===== src/rtl/dac_seg_pkg.sv =====
// Shared constants, state type and thermometer helper for the segmented DAC encoder.
// The 12-bit code splits into 7 binary LSBs and a 5-bit MSB count (0..17).
package dac_seg_pkg;

  localparam int BIN_W   = 7;
  localparam int THERM_W = 17;
  localparam int CODE_W  = 12;
  localparam int MSB_W   = CODE_W - BIN_W;

  localparam logic [CODE_W-1:0] CODE_MAX = 12'd2303;

  typedef enum logic [1:0] {
    ST_OFF   = 2'd0,
    ST_WAKE  = 2'd1,
    ST_RUN   = 2'd2,
    ST_SLEEP = 2'd3
  } state_e;

  // Element i is lit when i < m; m of 17 lights every element.
  function automatic logic [THERM_W-1:0] bin2therm(input logic [MSB_W-1:0] m);
    logic [THERM_W-1:0] t;
    t = '0;
    for (int i = 0; i < THERM_W; i++) begin
      t[i] = (m > MSB_W'(i));
    end
    return t;
  endfunction

endpackage


===== src/rtl/dac_seg_seq.sv =====
// Power sequencer for the driver: OFF -> WAKE -> RUN -> SLEEP -> OFF with timed
// WAKE/SLEEP windows. Produces pdb, busy, code_ready and the zero-code force.
module dac_seg_seq
  import dac_seg_pkg::*;
#(
  parameter int WAKE_CYCLES  = 16,
  parameter int SLEEP_CYCLES = 8
) (
  input  logic clk,
  input  logic rst_n,
  input  logic i_enable,
  output logic o_pdb,
  output logic o_busy,
  output logic o_code_ready,
  output logic o_force_zero
);

  localparam int CNT_MAX = (WAKE_CYCLES > SLEEP_CYCLES) ? WAKE_CYCLES : SLEEP_CYCLES;
  localparam int CNT_W   = (CNT_MAX > 1) ? $clog2(CNT_MAX) : 1;
  localparam logic [CNT_W-1:0] WAKE_LOAD  = CNT_W'(WAKE_CYCLES - 1);
  localparam logic [CNT_W-1:0] SLEEP_LOAD = CNT_W'(SLEEP_CYCLES - 1);

  state_e           r_state;
  logic [CNT_W-1:0] r_cnt;

  // A drop of enable always passes through SLEEP, even mid-WAKE, so the driver
  // sees a full quiet window before pdb falls.
  always_ff @(posedge clk or negedge rst_n) begin
    if (!rst_n) begin
      r_state <= ST_OFF;
      r_cnt   <= '0;
    end else begin
      case (r_state)
        ST_OFF: begin
          if (i_enable) begin
            r_state <= ST_WAKE;
            r_cnt   <= WAKE_LOAD;
          end
        end
        ST_WAKE: begin
          if (!i_enable) begin
            r_state <= ST_SLEEP;
            r_cnt   <= SLEEP_LOAD;
          end else if (r_cnt == '0) begin
            r_state <= ST_RUN;
          end else begin
            r_cnt <= r_cnt - 1'b1;
          end
        end
        ST_RUN: begin
          if (!i_enable) begin
            r_state <= ST_SLEEP;
            r_cnt   <= SLEEP_LOAD;
          end
        end
        ST_SLEEP: begin
          if (r_cnt == '0) begin
            r_state <= ST_OFF;
          end else begin
            r_cnt <= r_cnt - 1'b1;
          end
        end
        default: begin
          r_state <= ST_OFF;
          r_cnt   <= '0;
        end
      endcase
    end
  end

  assign o_pdb        = (r_state != ST_OFF);
  assign o_busy       = (r_state == ST_WAKE) || (r_state == ST_SLEEP);
  assign o_code_ready = (r_state == ST_RUN) && i_enable;
  // Anything other than an enabled RUN cycle drives the outputs to zero-code.
  assign o_force_zero = !o_code_ready;

endmodule


===== src/rtl/dac_seg_encoder.sv =====
// Segmented DAC front end: saturates the accepted code, splits it into binary
// LSBs and thermometer MSBs, and registers true and complement words together.
module dac_seg_encoder
  import dac_seg_pkg::*;
#(
  parameter int WAKE_CYCLES  = 16,
  parameter int SLEEP_CYCLES = 8
) (
  input  logic               clk,
  input  logic               rst_n,
  input  logic               enable,
  input  logic [CODE_W-1:0]  code,
  input  logic               code_valid,
  output logic               code_ready,
  output logic               sat,
  output logic               pdb,
  output logic [BIN_W-1:0]   datain,
  output logic [BIN_W-1:0]   datainb,
  output logic [THERM_W-1:0] datatherm,
  output logic [THERM_W-1:0] datathermb,
  output logic               busy
);

  logic               w_code_ready;
  logic               w_force_zero;
  logic               w_accept;
  logic               w_over;
  logic [CODE_W-1:0]  w_code_sat;
  logic [BIN_W-1:0]   w_bin;
  logic [THERM_W-1:0] w_therm;

  logic [BIN_W-1:0]   r_datain;
  logic [BIN_W-1:0]   r_datainb;
  logic [THERM_W-1:0] r_datatherm;
  logic [THERM_W-1:0] r_datathermb;
  logic               r_sat;

  dac_seg_seq #(
    .WAKE_CYCLES  (WAKE_CYCLES),
    .SLEEP_CYCLES (SLEEP_CYCLES)
  ) u_seq (
    .clk          (clk),
    .rst_n        (rst_n),
    .i_enable     (enable),
    .o_pdb        (pdb),
    .o_busy       (busy),
    .o_code_ready (w_code_ready),
    .o_force_zero (w_force_zero)
  );

  assign w_accept   = code_valid && w_code_ready;
  assign w_over     = (code > CODE_MAX);
  assign w_code_sat = w_over ? CODE_MAX : code;
  assign w_bin      = w_code_sat[BIN_W-1:0];
  assign w_therm    = bin2therm(w_code_sat[CODE_W-1:BIN_W]);

  // Output register stage: complements have their own flops so each pair flips
  // on the same edge and is never seen non-complementary downstream.
  always_ff @(posedge clk or negedge rst_n) begin
    if (!rst_n) begin
      r_datain     <= '0;
      r_datainb    <= '1;
      r_datatherm  <= '0;
      r_datathermb <= '1;
      r_sat        <= 1'b0;
    end else if (w_force_zero) begin
      r_datain     <= '0;
      r_datainb    <= '1;
      r_datatherm  <= '0;
      r_datathermb <= '1;
      r_sat        <= 1'b0;
    end else if (w_accept) begin
      r_datain     <= w_bin;
      r_datainb    <= ~w_bin;
      r_datatherm  <= w_therm;
      r_datathermb <= ~w_therm;
      r_sat        <= w_over;
    end else begin
      r_sat        <= 1'b0;
    end
  end

  assign code_ready = w_code_ready;
  assign sat        = r_sat;
  assign datain     = r_datain;
  assign datainb    = r_datainb;
  assign datatherm  = r_datatherm;
  assign datathermb = r_datathermb;

endmodule


===== config.mk =====
export PLATFORM = sky130hd
export DESIGN_NAME = dac_seg_encoder
export DESIGN_NICKNAME = d
export VERILOG_FILES = /design/src/rtl/dac_seg_pkg.sv /design/src/rtl/dac_seg_seq.sv /design/src/rtl/dac_seg_encoder.sv
export SDC_FILE = /design/constraint.sdc
export NUM_CORES = 1
export LEC_CHECK = 0
export CORE_MARGIN = 5
export CORE_UTILIZATION = 45
export CTS_BUF_LIST = sky130_fd_sc_hd__clkbuf_16
export CTS_CLUSTER_DIAMETER = 60
export CTS_CLUSTER_SIZE = 40
export DETAILED_ROUTE_END_ITERATION = 8
export PLACE_DENSITY = 0.74
export SLEW_MARGIN = 10
export SYNTH_ARGS = -nofsm -noshare
export SYNTH_HDL_FRONTEND = slang
export SYNTH_SLANG_ARGS = --single-unit

===== constraint.sdc =====
create_clock -name clk -period 2.05 [get_ports clk]
set_input_delay 0.41 -clock clk [delete_from_list [all_inputs] [get_ports clk]]
set_output_delay 0.41 -clock clk [all_outputs]
set_load 0.1 [all_outputs]

==> impl_metrics.yaml <==
timing:
  slew_headroom_pct: 61.4
  slew_violations: 0
  post-route-period-util_pct: 95.3
  worstMarginPinSlew_ns: 0.579
  finClkSkew_ns: 0.00353
  finalSetupViolations: 0
  setup_tns_ns: 0
  period_minus_slack_ns: 1.95
  final-hold-violation-count: 0
  rsz0062_at_grt: "no"
  timing.fmax_mhz: 512
floorplan:
  io_pins: 68
  die_h_um: 84.8
  coreArea_um2: 5470
  start_util_pct: 46.0
  row_count: 27
  dieArea_um2: 7190
  die_w_um: 84.8
placement:
  dp_hpwl_um: 4380
  gp_congestion: 0.832
  place.port_buffers: 67
detailed_routing:
  drt_iter0_drc: 59
  drtPass1Iterations: 4
  vias_per_cell: 5.29
  drc: 0
  wl_per_cell_um: 15.5
  vias: 1947
  routed_wl_um: 5700
  drtAntennaViolNets: 0
setup_path:
  arrival_ns: 1.54
  worstPathCellList: "inv_1 > ha_1 > nand2_1 > inv_1 > buf_12"
  required_ns: 1.64
  worstSetupStartpointType: "register"
  crit_slowest_cell: "dfrtp_1"
  crit_type: "register to primary output"
  critPathCaptureType: "primary output"
  path_common_cell: "inv_1"
  cpPeakStageDelay_ns: 0.40
  path_max_fanout: 5
  cp_num_buf_inv: 3
  critPathTopFamily: "buffers and inverters"
synthesis:
  async_reset_ff_share_pct: 100
  synth_area_leader_cell: "dfrtp_1"
  seq_area_frac_synth_pct: 55.9
  synth-main-ff-cell: "dfrtp_1"
  netlist_instances: 222
  synthMostInstantiatedCell: "dfrtp_1"
  netlist.area_leader.share_pct: 30.8
  synthTopCellsByArea: "dfrtp_1 31%, dfstp_2 25%, inv_1 4.0%"
  synthesis.area_um2: 2520
  synthTopCellsByCount: "31 x dfrtp_1, 27 x inv_1, 24 x dfstp_2"
  avgSynthCellArea_um2: 11.3
  synth_edf_count: 0
  ys_types: 46
  ys.warnings.count: 0
  synth_fp_nets: 244
  synth-seq-cells: 55
grt:
  grt_max_degree: 32
  grt_pass1_wl_um: 9580
  gr-total-overflow: 0
  track_usage_pct: 16.5
  grt_pass1_vias: 1983
  antenna_found_initial: 0
clock_network:
  clkSlewWorstSetupHoldPaths_ns: 0.07
  cts_sinks: 55
  post_cts_buffers: 0
  hold_buffers: 0
  clockRootBuffer: "clkbuf_16"
  clk_latency_ns: 0.29
  cts-resized-gates: 0
  htree_levels: 2
  cts_tree: "done"
  cts_made_buffers: 5
  clk_path_buf_depth: 2
run_status:
  status: "finished clean"
pwr:
  p_per_area_nw_per_um2: 1330
  p_total_uw: 4870
  p_leak_uw: 0.00179
  irDropWorstVdd_mv: 0.779
layout:
  insertedDiodeCount: 0
  area_delta_synth_final_pct: 44.8
  drive_gt1_share_pct: 38.5
  fin_nets: 317
job:
  maxCapViolations: 0
hold_path:
  hold_class: "primary input to async pin"
-- logic make-up after synthesis --
| family | after synthesis | synth area share [%] |
|---|---|---|
| buffers and inverters | 40 | 6.91 |
| adders and majority gates | 6 | 2.98 |
| and+or+nand+nor | 47 | 12.4 |
| AOI/OAI and AO/OA | 72 | 20.9 |
| DFF | 55 | 55.9 |
| muxes | 2 | 0.994 |
-- metrics by stage --
| step | cells | util (%) | setup slack, ns | hold slack (ns) | area (µm²) |
|---|---|---|---|---|---|
| floorplan | 222 | - | 0.183 | 0.114 | 2520 |
| global placement | 360 | 64.1 | 0.152 | 0.441 | 3510 |
| detailed placement | 360 | 64.1 | 0.0910 | 0.443 | 3510 |
| CTS | 368 | 66.6 | 0.0807 | 0.137 | 3650 |
| global route | 368 | 66.6 | 0.0198 | 0.158 | 3650 |
| finish | 368 | 66.6 | 0.0961 | 0.117 | 3650 |
-- cells in the final DEF (no fill, tap or decap), types with 2 or more instances in the layout --
cell type | synthesis | layout
buf_12 | 0 | 28
inv_1 | 27 | 27
nand3b_1 | 3 | 3
dfrtp_1 | 31 | 31
o221a_2 | 9 | 9
o21ai_0 | 13 | 13
nor4_1 | 2 | 2
clkinv_1 | 0 | 2
o22a_1 | 2 | 2
nand2b_1 | 4 | 4
dfstp_2 | 24 | 24
a21o_1 | 2 | 2
o21a_1 | 9 | 9
buf_2 | 7 | 2
buf_4 | 0 | 36
nor3_1 | 6 | 6
o221ai_1 | 9 | 9
nand2_1 | 8 | 8
clkdlybuf4s50_1 | 0 | 13
nor2b_1 | 2 | 2
nor4b_4 | 2 | 2
a21oi_1 | 15 | 15
nor2_1 | 8 | 8
ha_1 | 6 | 6
o211ai_1 | 2 | 2
clkbuf_16 | 0 | 5
a211o_1 | 2 | 2
nand3_1 | 2 | 2
nor3b_1 | 2 | 2
-- flip-flops by register name (all words and copies together) (netlist names) --
register / count
datain: 7
datathermb: 17
u_seq.r_cnt: 4
datatherm: 17
sat: 1
u_seq.r_state: 2
datainb: 7
-- where the power goes --
| part | switching, µW | internal (µW) | leakage (µW) |
|---|---|---|---|
| Sequential | 170 | 1320 | 0.000666 |
| Combinational | 1720 | 847 | 0.00106 |
| Clock | 367 | 445 | 0.0000649 |
| Total | 2250 | 2610 | 0.00179 |
-- layout make-up --
type / count / area, µm²
inverter: 27 / 101
clock inverter: 3 / 15.0
timing repair buffer: 79 / 971
clock buffer: 5 / 125
multi-input combinational: 127 / 937
tap: 72 / 90.1
fill: 424 / 1830
sequential: 55 / 1410
-- routing by layer --
layer | global-route usage, % | up-vias | wire (µm) | share of wire, %
li1 | - | 940 | - | -
met1 | 20.7 | 954 | 2460 | 43
met2 | 28.5 | 47 | 2890 | 51
met3 | 3.53 | 6 | 265 | 4.6
met4 | 4.89 | 0 | 85 | 1.5
met5 | 0 | - | 0 | 0
-- path summary, 6_finish.rpt --
path,end,from,cells after the start,slack (ns)
worst min register to register,datatherm[13],datatherm[13],1,0.48
worst max register to register,u_seq.r_state[1],u_seq.r_cnt[0],5,0.36
min in group clk,datatherm[11],code_valid,3,0.48
worst min-delay path,datatherm[5],rst_n,1,0.12
worst max-delay path,code_ready,u_seq.r_state[0],5,0.1
max in group asynchronous,datathermb[15],rst_n,2,1.30
No activity file was read; power rests on OpenSTA's default activity.
